`src/rtl/uart_tx_ctrl_pkg.sv`:
```
`default_nettype none
// ============================================================================
// Module  : uart_tx_ctrl_pkg
// Purpose : Shared UART TX definitions: FSM encodings and frame constants
// Rev     : 1.0  initial release
// ============================================================================
package uart_tx_ctrl_pkg;

    typedef logic [1:0] state_t;

    localparam state_t ST_IDLE  = 2'd0;
    localparam state_t ST_START = 2'd1;
    localparam state_t ST_DATA  = 2'd2;
    localparam state_t ST_STOP  = 2'd3;

    localparam int unsigned DEFAULT_BIT_PERIOD = 10417;
    localparam int unsigned FRAME_BITS         = 10;
    localparam int unsigned DATA_BITS          = 8;

    // A one-cycle bit period still needs a 1-bit timer to stay legal.
    function automatic int unsigned timer_width(input int unsigned period);
        return (period > 1) ? $clog2(period) : 1;
    endfunction

endpackage
`default_nettype wire

```
`src/rtl/uart_tx_ctrl_byte_fifo.sv`:
```
`default_nettype none
// ============================================================================
// Module  : byte_fifo
// Purpose : Byte-wide FIFO, depth 2**FIFO_AW; push at full is rejected
// Rev     : 1.0  initial release
// ============================================================================
module byte_fifo
    import uart_tx_ctrl_pkg::*;
#(
    parameter int unsigned FIFO_AW = 2
) (
    input  logic                 clk,
    input  logic                 rst,
    input  logic                 push_i,
    input  logic [DATA_BITS-1:0] data_i,
    input  logic                 pop_i,
    output logic [DATA_BITS-1:0] data_o,
    output logic                 full_o,
    output logic                 empty_o,
    output logic [FIFO_AW:0]     count_o
);

    localparam int unsigned        C_DEPTH = 1 << FIFO_AW;
    localparam logic [FIFO_AW:0]   C_FULL  = (FIFO_AW + 1)'(C_DEPTH);

    logic [DATA_BITS-1:0] mem_q [C_DEPTH];
    logic [FIFO_AW-1:0]   wr_ptr_q, wr_ptr_d;
    logic [FIFO_AW-1:0]   rd_ptr_q, rd_ptr_d;
    logic [FIFO_AW:0]     count_q, count_d;
    logic                 w_push;
    logic                 w_pop;

    // Full/empty come from the registered count, so a same-edge pop never frees room for a push.
    assign full_o  = (count_q == C_FULL);
    assign empty_o = (count_q == '0);
    assign count_o = count_q;
    assign data_o  = mem_q[rd_ptr_q];

    assign w_push = push_i & ~full_o;
    assign w_pop  = pop_i & ~empty_o;

    always_comb begin
        wr_ptr_d = wr_ptr_q;
        rd_ptr_d = rd_ptr_q;
        count_d  = count_q;
        if (w_push) begin
            wr_ptr_d = wr_ptr_q + 1'b1;
        end
        if (w_pop) begin
            rd_ptr_d = rd_ptr_q + 1'b1;
        end
        case ({w_push, w_pop})
            2'b10:   count_d = count_q + 1'b1;
            2'b01:   count_d = count_q - 1'b1;
            default: count_d = count_q;
        endcase
    end

    always_ff @(posedge clk or posedge rst) begin
        if (rst) begin
            wr_ptr_q <= '0;
            rd_ptr_q <= '0;
            count_q  <= '0;
        end else begin
            wr_ptr_q <= wr_ptr_d;
            rd_ptr_q <= rd_ptr_d;
            count_q  <= count_d;
        end
    end

    always_ff @(posedge clk) begin
        if (w_push) begin
            mem_q[wr_ptr_q] <= data_i;
        end
    end

endmodule
`default_nettype wire

```
`src/rtl/uart_tx_ctrl.sv`:
```
`default_nettype none
// ============================================================================
// Module  : uart_tx_ctrl
// Purpose : FIFO-buffered 8N1 UART transmitter, LSB first, registered TX
// Rev     : 1.0  initial release
// ============================================================================
module uart_tx_ctrl
    import uart_tx_ctrl_pkg::*;
#(
    parameter int unsigned BIT_PERIOD = DEFAULT_BIT_PERIOD,
    parameter int unsigned FIFO_AW    = 2
) (
    input  logic                 clk,
    input  logic                 rst,
    input  logic [DATA_BITS-1:0] data_i,
    input  logic                 valid_i,
    output logic                 ready_o,
    output logic                 busy_o,
    output logic                 drop_o,
    output logic                 tx_o
);

    localparam int unsigned      C_TW    = timer_width(BIT_PERIOD);
    localparam logic [C_TW-1:0]  C_TMAX  = C_TW'(BIT_PERIOD - 1);
    localparam int unsigned      C_DEPTH = 1 << FIFO_AW;
    localparam logic [FIFO_AW:0] C_FULL  = (FIFO_AW + 1)'(C_DEPTH);

    state_t               state_q, state_d;
    logic [C_TW-1:0]      timer_q, timer_d;
    logic [2:0]           bit_idx_q, bit_idx_d;
    logic [DATA_BITS-1:0] shift_q, shift_d;
    logic                 tx_q, tx_d;
    logic                 drop_q, drop_d;

    logic [DATA_BITS-1:0] w_fifo_data;
    logic                 w_fifo_full;
    logic                 w_fifo_empty;
    logic [FIFO_AW:0]     w_fifo_count;
    logic                 w_pop;
    logic                 w_bit_end;

    byte_fifo #(
        .FIFO_AW (FIFO_AW)
    ) u_fifo (
        .clk     (clk),
        .rst     (rst),
        .push_i  (valid_i),
        .data_i  (data_i),
        .pop_i   (w_pop),
        .data_o  (w_fifo_data),
        .full_o  (w_fifo_full),
        .empty_o (w_fifo_empty),
        .count_o (w_fifo_count)
    );

    assign w_bit_end = (timer_q == C_TMAX);

    always_ff @(posedge clk or posedge rst) begin
        if (rst) begin
            state_q   <= ST_IDLE;
            timer_q   <= '0;
            bit_idx_q <= '0;
            shift_q   <= '0;
            tx_q      <= 1'b1;
            drop_q    <= 1'b0;
        end else begin
            state_q   <= state_d;
            timer_q   <= timer_d;
            bit_idx_q <= bit_idx_d;
            shift_q   <= shift_d;
            tx_q      <= tx_d;
            drop_q    <= drop_d;
        end
    end

    always_comb begin
        state_d   = state_q;
        bit_idx_d = bit_idx_q;
        shift_d   = shift_q;
        w_pop     = 1'b0;
        case (state_q)
            ST_IDLE: begin
                if (!w_fifo_empty) begin
                    w_pop     = 1'b1;
                    shift_d   = w_fifo_data;
                    bit_idx_d = '0;
                    state_d   = ST_START;
                end
            end
            ST_START: begin
                if (w_bit_end) begin
                    state_d = ST_DATA;
                end
            end
            ST_DATA: begin
                if (w_bit_end) begin
                    shift_d   = {1'b0, shift_q[DATA_BITS-1:1]};
                    bit_idx_d = bit_idx_q + 3'd1;
                    if (bit_idx_q == 3'd7) begin
                        state_d = ST_STOP;
                    end
                end
            end
            ST_STOP: begin
                // A queued byte chains straight into its start bit with no idle cycle.
                if (w_bit_end) begin
                    if (!w_fifo_empty) begin
                        w_pop     = 1'b1;
                        shift_d   = w_fifo_data;
                        bit_idx_d = '0;
                        state_d   = ST_START;
                    end else begin
                        state_d = ST_IDLE;
                    end
                end
            end
            default: state_d = ST_IDLE;
        endcase

        if ((state_q == ST_IDLE) || (state_d != state_q) || w_bit_end) begin
            timer_d = '0;
        end else begin
            timer_d = timer_q + 1'b1;
        end
    end

    // TX is decoded from the next state so the line changes on the edge that enters it.
    always_comb begin
        case (state_d)
            ST_START: tx_d = 1'b0;
            ST_DATA:  tx_d = shift_d[0];
            default:  tx_d = 1'b1;
        endcase
        drop_d = valid_i & w_fifo_full;
    end

    assign tx_o    = tx_q;
    assign drop_o  = drop_q;
    assign ready_o = (w_fifo_count != C_FULL);
    assign busy_o  = (state_q != ST_IDLE) | (w_fifo_count != '0);

endmodule
`default_nettype wire

```
`config.mk`:
```
export PLATFORM = sky130hd
export DESIGN_NAME = uart_tx_ctrl
export DESIGN_NICKNAME = d
export VERILOG_FILES = /design/src/rtl/uart_tx_ctrl_pkg.sv /design/src/rtl/uart_tx_ctrl_byte_fifo.sv /design/src/rtl/uart_tx_ctrl.sv
export SDC_FILE = /design/constraint.sdc
export NUM_CORES = 1
export LEC_CHECK = 0
export BUFFER_PORTS_ARGS = -buffer_cell sky130_fd_sc_hd__buf_4
export CAP_MARGIN = 25
export CELL_PAD_IN_SITES_DETAIL_PLACEMENT = 0
export CELL_PAD_IN_SITES_GLOBAL_PLACEMENT = 1
export CORE_ASPECT_RATIO = 0.8
export CORE_MARGIN = 5
export CORE_UTILIZATION = 30
export DETAILED_ROUTE_END_ITERATION = 12
export PLACE_DENSITY_LB_ADDON = 0.1
export SLEW_MARGIN = 25
export SYNTH_ARGS = -nofsm -noshare
export SYNTH_HDL_FRONTEND = slang
export SYNTH_SLANG_ARGS = --single-unit
```
`constraint.sdc`:
```
create_clock -name clk -period 2.55 [get_ports clk]
set_input_delay 0.1275 -clock clk [delete_from_list [all_inputs] [get_ports clk]]
set_output_delay 0.1275 -clock clk [all_outputs]
set_load 0.01 [all_outputs]
```
# Word-level counts from Yosys, hierarchy flattened
# Memories as Yosys holds them, arrays and structs flattened.
# Index checks and enable logic that the tools add are counted.
[op_classes]
eq_ne = 14
n_bitwise = 6
add_sub_neg = 6
mux = 23
reduce_logical = 9
[op_table]
columns = ["operator", "n"]
rows = [
  ["$mux 8", 3],
  ["$pmux 8 s3", 1],
  ["$add 14x1->14 const B", 1],
  ["$eq 14x14->1 const B", 1],
  ["$mux 14", 1],
  ["$mux 2", 5],
  ["$mux 3", 3],
  ["$pmux 3 s3", 1],
  ["$eq 2x2->1 const B", 4],
  ["$pmux 2 s4", 1],
  ["$add 3x1->3 const B", 2],
  ["$eq 2x1->1 const B", 3],
  ["$eq 3x3->1 const B", 2],
  ["$pmux 3 s2", 1],
  ["$reduce_bool 3->1", 2],
  ["$mux 1", 5],
  ["$add 2x1->2 const B", 2],
  ["$ne 2x2->1 const B", 2],
  ["$pmux 1 s2", 2],
  ["$reduce_bool 2->1", 2],
  ["$and 1x1->1", 3],
  ["$logic_not 3->1", 1],
  ["$ne 3x3->1 const B", 1],
  ["$reduce_and 3->1", 1],
  ["6 further kinds", 8],
]
[totals]
ff_bits = 36
wordCells = 69
n_memories = 1
inputBits = 11
out_inout_bits = 4
mem_bits_rw = 32
[mem_list]
columns = ["memory", "depth", "word_bits", "rd", "rd_ports_with_merged_regs", "wr", "line", "text"]
rows = [
  ["u_fifo.mem_q", 4, 8, 1, 0, 1, "uart_tx_ctrl_byte_fifo.sv:26", "logic [DATA_BITS-1:0] mem_q [C_DEPTH];"],
]

# Longest topological paths before layout
# Gate-level depths: netlist of the first run.
[depth]
word_depth = 8
ltp_mapped = 12
ltp_nobuf = 12

# Hierarchy
# From an unflattened synthesis of the first run, not the netlist that was laid out.
[hier_totals]
cells_unflattened = 260
area_unflattened_um2 = 3362.0
[by_module_without_submodules]
columns = ["module", "cells_per_inst", "seq_area_each_um2", "instances", "area_per_inst_um2"]
rows = [
  ["uart_tx_ctrl", 180, 726.9, 1, 1765.4],
  ["byte_fifo", 80, 1136.1, 1, 1596.5],
]

# Worst setup path before layout of the first run
# No wires, ideal clock.
[synth_timing]
path_type = "reg2reg"
from = "register timer_q[6]"
to = "register u_fifo.count_q[2], in the netlist u_fifo.count_o[2]"
arrival_ps = 2712
stages_incl_launch_ff = 11
n_path_buf = 0
synth_period_minus_slack_ps = 2791
setup_time_ps = 79
path_slack_ps = -241
required_ps = 2471
cell_sequence = "dfrtp_1 -> or4b_4 -> nor4_4 -> a21oi_2 -> nor3_4 -> ha_1 -> inv_1 -> fa_1 -> xor2_1 -> nor2_1 -> xor2_1"
[synth_via]
elab_chain_cells = 6
elab_cells_between_ends = 8
classes_between = "eq/ne (3); mux (3); bitwise (1); reduce/logical (1)"
[synth_lines]
columns = ["element", "line", "text"]
rows = [
  ["from (decl)", "uart_tx_ctrl.sv:29", "logic [C_TW-1:0] timer_q, timer_d;"],
  ["from (signal assigned)", "uart_tx_ctrl.sv:68", "timer_q <= timer_d;"],
  ["$eq 14x14->1 (*)", "uart_tx_ctrl.sv:56", "assign w_bit_end = (timer_q == C_TMAX);"],
  ["$mux 1 (*)", "uart_tx_ctrl.sv:106", "if (w_bit_end) begin"],
  ["$pmux 1 s2 (*)", "uart_tx_ctrl.sv:81", "case (state_q)"],
  ["$and 1x1->1 (*)", "uart_tx_ctrl_byte_fifo.sv:40", "assign w_pop = pop_i & ~empty_o;"],
  ["via u_fifo.w_pop", "uart_tx_ctrl_byte_fifo.sv:31", "logic w_pop;"],
  ["$eq 2x1->1 or $eq 2x2->1 (tied branches)", "uart_tx_ctrl_byte_fifo.sv:52", "case ({w_push, w_pop})"],
  ["$pmux 3 s2 or $reduce_bool 2->1 (tied branches)", "-", ""],
  ["to (signal assigned)", "uart_tx_ctrl_byte_fifo.sv:67", "count_q <= count_d;"],
  ["to (decl)", "uart_tx_ctrl_byte_fifo.sv:29", "logic [FIFO_AW:0] count_q, count_d;"],
]
# The timed path passes the listed nets; every way through them passes the cells marked *.
# A chain may end at the register's enable or synchronous reset.

# Worst setup path after layout of the first run
[layout_timing]
from = "register timer_q[8]"
to = "register u_fifo.count_q[2], in the netlist u_fifo.count_o[2]"
# The elaborated chain is that of the path after synthesis.

==> Flow_metrics.wiki, run 1 <==
{| class="wikitable"
! Metric !! Value
|-
| Row Count || 34
|-
| Vias in the first global route || 2311
|-
| Overall Power || roughly 3.2 mW
|-
| FF-to-FF End || u_fifo.count_o[2]
|-
| Synth warn || 0
|-
| Number of I/O port buffers || 14
|-
| Die Span Y || 104 um
|-
| Met2 track utilization from global routing || 16.2%
|-
| Num CTS Buffers || 9
|-
| Aggregate global routing overflow || 0
|-
| Worst hold slack || 0.0793 ns
|-
| Count of endpoints failing hold in the final timing report || 0
|-
| HP Class || primary input to register
|-
| Synthesized area per cell || 12.0 um2
|-
| Sinks on Clock Net || 68
|-
| Failing checks || setup timing
|-
| Most used routing layer || met1
|-
| Setup repair after global routing missed its margin || true
|-
| Top-Level Pins || 15
|-
| Portion of the clock cycle consumed by the worst path in the final layout || 102%
|-
| Commonest non-fill, non-tap cell in the layout || sky130_fd_sc_hd__buf_4
|-
| Largest cells by area after synthesis || sky130_fd_sc_hd__edfxtp_1 29%, sky130_fd_sc_hd__dfrtp_1 27%, sky130_fd_sc_hd__ha_1 5.7%, sky130_fd_sc_hd__mux4_2 5.5%, sky130_fd_sc_hd__nor2_1 3.4%
|-
| Die Area || ~13000 um2
|-
| Number of H-tree branching levels || 3
|-
| Clk Latency, worst-skew pair || between 0.3 and 0.4 ns
|-
| Final Slew Violations || 0
|-
| Gr usage total || around an eighth
|-
| Final setup viols || 1
|-
| Fraction of met3 tracks used by global routing || 3.08%
|-
| Setup Slack @ Placement || -0.0727 ns
|-
| Critical Path Source || timer_q[8]
|-
| Count of routing violations after the opening detailed-route iteration || 184
|-
| Count of maximum capacitance violations || 0
|-
| Crit Path Category || register to register
|-
| Post-detailed-route count of antenna-violating nets || 0
|-
| Worst Min Path Start || valid_i
|-
| Sw Share || 25.8%
|-
| CTS max path bufs || 2
|-
| Worst-case vdd ir drop || roughly 0.4 mV
|-
| Clock share of power || 42.5%
|-
| Number of synthesized register bits || 68
|-
| Initial antenna violation count || 0
|-
| CP Capture Point || u_fifo.count_o[2]
|-
| Internal Pwr Total || 2.35 mW
|-
| Drt pass-1 iters || 4
|-
| Proportion of power drawn by flip-flops and latches || 43.6%
|-
| Met1 track demand over resource in global routing || about 18%
|-
| Pwr/cell area || 755 nW/um2
|-
| Nets in the synthesized netlist || 303
|-
| Post-Route WL || 7210 um
|-
| Sequential fraction of the synthesis area || 56.4%
|-
| Required time worst endpoint || approximately 2.8 ns
|-
| Max Freq || 385 MHz
|-
| Total Nets Final || 358
|-
| Startpoint kind of the worst setup timing path || register
|-
| DRC violation count after routing || 0
|-
| Largest area contributor in the synthesized netlist || sky130_fd_sc_hd__edfxtp_1
|-
| Post-route cell area || 4200 um2
|-
| Commonest cells after routing, fill and taps aside || 41 x sky130_fd_sc_hd__buf_4, 35 x sky130_fd_sc_hd__dfrtp_1, 32 x sky130_fd_sc_hd__edfxtp_1, 30 x sky130_fd_sc_hd__nor2_1, 28 x sky130_fd_sc_hd__nand2_1
|-
| Combinational share of power || between 10% and 20%
|-
| Slew at the pin closest to its max-slew limit || 0.513 ns
|-
| Worst Skew || 0.00925 ns
|-
| Placed wire-length estimate after detailed placement || 5070 um
|-
| Element type at the critical path end || register
|-
| Largest net degree at the start of global routing || 37
|-
| EDFF count, synth || 32
|-
| Growth of design area from synthesis to finish || 27.0%
|-
| Leakage power || between 1.5 and 2 nW
|-
| Highest net fanout along the worst path || 2
|-
| Cell Area, Synth || 3300 um2
|-
| Placed Area || approximately 3800 um2
|-
| Routed vias || 2186
|-
| Net Sw Power || 0.818 mW
|-
| Fraction of registers with async set or reset after synthesis || 52.9%
|-
| Cell count after synthesis || 276
|-
| Status || complete, but fails checks
|-
| WP data arrival || 2.80 ns
|-
| CTS tree || done
|-
| Layout cell share with drive strength beyond 1 || 23.5%
|-
| Detail-routed via count per cell || 4.55
|-
| Starting density of the core || 30.6%
|-
| Setup slack of the worst register-to-register path || -0.05 ns
|-
| Final critical-path required period || approximately 2.6 ns
|-
| Global-route wire length before repair || between 10000 and 15000 um
|-
| Top FF cell, synth || sky130_fd_sc_hd__dfrtp_1
|-
| Diode count || 0
|-
| Critical R2R Launch || timer_q[8]
|-
| X dimension of the die || between 100 and 150 um
|-
| Core area || 10800 um2
|-
| End-of-flow core utilization || 38.8%
|-
| Clk root buf || sky130_fd_sc_hd__clkbuf_16
|-
| Synth unique cells || 45
|-
| Max_slew headroom || 64.9%
|-
| Final Wtd Congestion || ~0.75
|-
| Worst setup margin || -0.0494 ns
|-
| Drt wl/cell || 15.0 um
|-
| Clock-pin slew of the registers on the worst-case setup and hold paths || 0.06 ns
|-
| R2R cell count || 10
|-
| Yosys top cell area share || 29.1%
|}
-- how the worst min path moves through the flow --
stage / end / slack (ns) / cells past startpoint
2_1_floorplan: u_fifo.mem_q[0][0] / 0.23 / 0
3_3_place_gp: timer_q[7] / 0.29 / 3
3_5_place_dp: timer_q[7] / 0.30 / 3
4_1_cts: drop_o / 0.07 / 2
5_1_grt: drop_o / 0.08 / 2
6_report: drop_o / 0.08 / 2
-- metal layers --
metal / share of wire (%) / up-vias / routed length [um]
met5: 0 / - / 0
met4: 1.5 / 0 / 111
met3: 1.8 / 8 / 132
met2: 43 / 23 / 3120
met1: 53 / 1064 / 3840
li1: - / 1091 / -
-- area by class of cell --
cell class              count  area [um2]
inverters                  23        86.3
clock inverters             7        98.8
well taps                 144         180
flip-flops and latches     68        1860
repair buffers             50         398
clock buffers               9         225
fillers                  1078        6610
multi-input cells         179        1350
-- cell usage after synthesis, types with 2 or more instances --
cell type                  count
sky130_fd_sc_hd__nor2_1       30
sky130_fd_sc_hd__and3_1        6
sky130_fd_sc_hd__o22ai_1       6
sky130_fd_sc_hd__xnor2_1       9
sky130_fd_sc_hd__a21oi_1      15
sky130_fd_sc_hd__a22o_1        4
sky130_fd_sc_hd__ha_1         15
sky130_fd_sc_hd__and2_1        2
sky130_fd_sc_hd__inv_1        23
sky130_fd_sc_hd__xor2_1        9
sky130_fd_sc_hd__clkbuf_1      3
sky130_fd_sc_hd__nand3b_1      2
sky130_fd_sc_hd__mux2i_1       2
sky130_fd_sc_hd__nand2_1      28
sky130_fd_sc_hd__o21ai_0       6
sky130_fd_sc_hd__nor3_1        6
sky130_fd_sc_hd__dfrtp_1      35
sky130_fd_sc_hd__buf_2         3
sky130_fd_sc_hd__nand3_1       5
sky130_fd_sc_hd__mux2_2        3
sky130_fd_sc_hd__mux4_2        8
sky130_fd_sc_hd__edfxtp_1     32
sky130_fd_sc_hd__nand4_1       2
-- cell families (layout without fill, tap and decap cells) --
| logic type | Yosys count | count (layout) | synth area share [%] |
|---|---|---|---|
| AO/OA/AOI/OAI | 41 | 41 | 8.22 |
| XOR/XNOR | 18 | 18 | 4.77 |
| adder cells (fa/ha/maj) | 16 | 16 | 6.29 |
| buffers and inverters | 29 | 89 | 3.41 |
| flip-flops | 68 | 68 | 56.4 |
| multiplexers | 13 | 13 | 7.08 |
| AND/OR/NAND/NOR | 91 | 91 | 13.9 |
-- worst max-delay path: stages (launching register included) --
cell                      delay (ns)
sky130_fd_sc_hd__dfrtp_1        0.38
sky130_fd_sc_hd__or4b_4         0.55
sky130_fd_sc_hd__nor4_4         0.30
sky130_fd_sc_hd__a21oi_4        0.10
sky130_fd_sc_hd__nor3_4         0.22
sky130_fd_sc_hd__ha_2           0.21
sky130_fd_sc_hd__inv_2          0.04
sky130_fd_sc_hd__fa_2           0.33
sky130_fd_sc_hd__xor2_1         0.14
sky130_fd_sc_hd__nor2_1         0.06
sky130_fd_sc_hd__xor2_1         0.15
-- metrics by stage --
step                      instances  setup TNS [ns]
after floorplan                 276          -0.279
after global placement          452               0
after detailed placement        452         -0.0727
after CTS                       478         -0.0797
after global routing            480          -0.244
final                           480         -0.0494
-- registers in the layout (all words and copies together) (netlist names) --
register,flops
u_fifo.rd_ptr_q,2
drop_o,1
u_fifo.wr_ptr_q,2
timer_q,14
shift_q,8
tx_o,1
u_fifo.mem_q,32
bit_idx_q,3
state_q,2
u_fifo.count_o,3
-- power groups by stage --
| stage | clock network (mW) | logic [mW] | registers [mW] |
|---|---|---|---|
| finish | 1.34 | 0.442 | 1.38 |
| global route | 1.43 | 0.510 | 1.40 |
| CTS | 1.38 | 0.460 | 1.38 |
| detailed placement | 0 | 0.447 | 1.40 |
| global placement | 0 | 0.438 | 1.40 |
| floorplan | 0 | 0.291 | 1.38 |
-- repair_timing --
| action | CTS | global route |
|---|---|---|
| pin swaps | 2 | 4 |
| endpoints found under the setup margin | 1 | 2 |
| endpoints found under the hold margin | 64 | 0 |
| hold buffers | 9 | 0 |
| setup buffers | 1 | 2 |
| resized for setup | 0 | 0 |
Power figures use the tool's default switching activity.
==> run 2: changes to the inputs <==
--- a/config.mk
+++ b/config.mk
@@ -13,7 +13,7 @@
 export CORE_MARGIN = 5
 export CORE_UTILIZATION = 30
 export DETAILED_ROUTE_END_ITERATION = 12
-export PLACE_DENSITY_LB_ADDON = 0.1
+export PLACE_DENSITY = 0.64
 export SLEW_MARGIN = 25
 export SYNTH_ARGS = -nofsm -noshare
 export SYNTH_HDL_FRONTEND = slang
==> Flow_metrics.wiki, run 2 (synthesis results as in run 1) <==
{| class="wikitable"
! Metric !! Value
|-
| Count of maximum capacitance violations || 0
|-
| Max_slew headroom || 70.2%
|-
| Gr usage total || 10.8%
|-
| Count of endpoints failing hold in the final timing report || 0
|-
| Portion of the clock cycle consumed by the worst path in the final layout || 101%
|-
| Worst-case vdd ir drop || 0.446 mV
|-
| Leakage power || 1.75 nW
|-
| Sinks on Clock Net || 68
|-
| Number of H-tree branching levels || 3
|-
| Slew at the pin closest to its max-slew limit || 0.443 ns
|-
| Core area || 10800 um2
|-
| Final critical-path required period || 2.58 ns
|-
| Proportion of power drawn by flip-flops and latches || 44.8%
|-
| Placed Area || roughly 3800 um2
|-
| Overall Power || a little over 3 mW
|-
| WP data arrival || 2.79 ns
|-
| Met1 track demand over resource in global routing || between 15 and 20%
|-
| Clk root buf || sky130_fd_sc_hd__clkbuf_16
|-
| Worst Skew || about 0.0055 ns
|-
| Met2 track utilization from global routing || 15.1%
|-
| Global-route wire length before repair || between 10000 and 15000 um
|-
| Final standard cell count with taps included and fillers excluded || 480
|-
| Number of filler cells placed in the layout || 1042
|-
| Initial antenna violation count || 0
|-
| Sequential cell area || 1860 um2
|-
| Total Nets Final || 358
|-
| Number of I/O port buffers || 14
|-
| Aggregate global routing overflow || 0
|-
| Most used routing layer || met1
|-
| HP Class || primary input to register
|-
| Final Wtd Congestion || 0.792
|-
| Drt pass-1 iters || 4
|-
| Detail-routed via count per cell || 4.61
|-
| Diode count || 0
|-
| Final Slew Violations || 0
|-
| Top-Level Pins || 15
|-
| Status || complete, but fails checks
|-
| Failing checks || setup timing
|-
| Commonest non-fill, non-tap cell in the layout || sky130_fd_sc_hd__buf_4
|-
| Setup tns final || -0.0315 ns
|-
| Area of combinational cells with multiple inputs || 1350 um2
|-
| CTS tree || done
|-
| Highest net fanout along the worst path || 2
|-
| CTS max path bufs || 2
|-
| Clk Latency, worst-skew pair || 0.33 ns
|-
| Setup Slack @ Placement || -0.0541 ns
|-
| Placed wire-length estimate after detailed placement || about 4800 um
|-
| Num CTS Buffers || 9
|-
| Pwr/cell area || 735 nW/um2
|-
| X dimension of the die || 127 um
|-
| Post-detailed-route count of antenna-violating nets || 0
|-
| Final setup viols || 1
|-
| Die Area || 13200 um2
|-
| Starting density of the core || 30.6%
|-
| Post-route cell area || 4200 um2
|-
| Internal Pwr Total || between 2 and 2.5 mW
|-
| Clock-pin slew of the registers on the worst-case setup and hold paths || 0.06 ns
|-
| Drt wl/cell || 13.7 um
|-
| Setup repair after global routing missed its margin || true
|-
| Clock share of power || 41.0%
|-
| Post-Route WL || between 6000 and 7000 um
|-
| Die Span Y || 104 um
|-
| Register bank with the most flops || u_fifo.mem_q
|-
| Startpoint kind of the worst setup timing path || register
|-
| Largest net degree at the start of global routing || 24
|-
| Growth of design area from synthesis to finish || 27.1%
|-
| Element type at the critical path end || register
|-
| End-of-flow core utilization || 38.9%
|-
| Worst setup margin || -0.0315 ns
|-
| Combinational share of power || 14.2%
|-
| Row Count || 34
|-
| Commonest cells after routing, fill and taps aside || 42 x sky130_fd_sc_hd__buf_4, 35 x sky130_fd_sc_hd__dfrtp_1, 32 x sky130_fd_sc_hd__edfxtp_1, 30 x sky130_fd_sc_hd__nor2_1, 28 x sky130_fd_sc_hd__nand2_1
|-
| Flip-flop count of the largest register, all copies and words added || 32
|-
| Layout cell share with drive strength beyond 1 || 24.4%
|-
| Largest registers ranked by flip-flop count || u_fifo.mem_q: 32 flops, timer_q: 14 flops, shift_q: 8 flops
|-
| Vias in the first global route || 2264
|-
| # placed instances || 453
|-
| Fraction of met3 tracks used by global routing || under 10%
|-
| Worst hold slack || 0.00621 ns
|-
| Count of routing violations after the opening detailed-route iteration || 82
|-
| Routed vias || 2211
|-
| Sw Share || 26.6%
|-
| Crit Path Category || register to register
|-
| DRC violation count after routing || 0
|-
| Max Freq || 387 MHz
|-
| Required time worst endpoint || 2.76 ns
|-
| Net Sw Power || 0.820 mW
|}
[run 2: final cells by class]
cell class	instances	area share [%]
clock buffers	9	5.36
multi-input cells	179	32.1
well taps	144	4.29
clock inverters	7	1.97
repair buffers	50	9.83
flip-flops and latches	68	44.4
inverters	23	2.06
[run 2: layer usage]
metal,share of wire (%),wire length (um)
met5,0,0
met4,1.2,80
met3,3.3,215
met2,44,2890
met1,52,3410
[run 2: worst max-delay path, cell delays in order, from the launching register on]
cell and delay [ns]:
sky130_fd_sc_hd__dfrtp_1 0.37, sky130_fd_sc_hd__or4b_4 0.55, sky130_fd_sc_hd__nor4_4 0.30, sky130_fd_sc_hd__a21oi_4 0.11
sky130_fd_sc_hd__nor3_4 0.20, sky130_fd_sc_hd__ha_2 0.21, sky130_fd_sc_hd__inv_2 0.04, sky130_fd_sc_hd__fa_2 0.33
sky130_fd_sc_hd__xor2_1 0.14, sky130_fd_sc_hd__nor2_1 0.06, sky130_fd_sc_hd__xor2_1 0.15
[run 2: power groups by stage]
stage,Sequential [mW],Clock (mW),Combinational [mW]
global placement,1.40,0,0.423
global route,1.40,1.34,0.506
CTS,1.38,1.29,0.440
detailed placement,1.41,0,0.432
floorplan,1.38,0,0.291
finish,1.38,1.27,0.437
[run 2: worst paths after layout]
| path | depth (start not counted) | from | endpoint | slack (ns) |
|---|---|---|---|---|
| max in group asynchronous | 5 | rst | tx_o | 1.57 |
| setup reg to reg | 10 | timer_q[8] | u_fifo.count_o[2] | -0.03 |
| hold / removal | 1 | data_i[4] | u_fifo.mem_q[3][4] | 0.006 |
| min in group asynchronous | 3 | rst | u_fifo.wr_ptr_q[0] | 0.33 |
| hold reg to reg | 1 | bit_idx_q[2] | bit_idx_q[2] | 0.51 |
| setup / recovery | 10 | timer_q[8] | u_fifo.count_o[2] | -0.03 |
[run 2: timing repair]
action                                  4_1_cts  5_1_grt
setup buffers                                 2        1
pin swaps                                     6        1
hold buffers                                  6        1
endpoints found under the setup margin        1       16
hold endpoints to repair                     24        6
gates resized for setup                       0        2
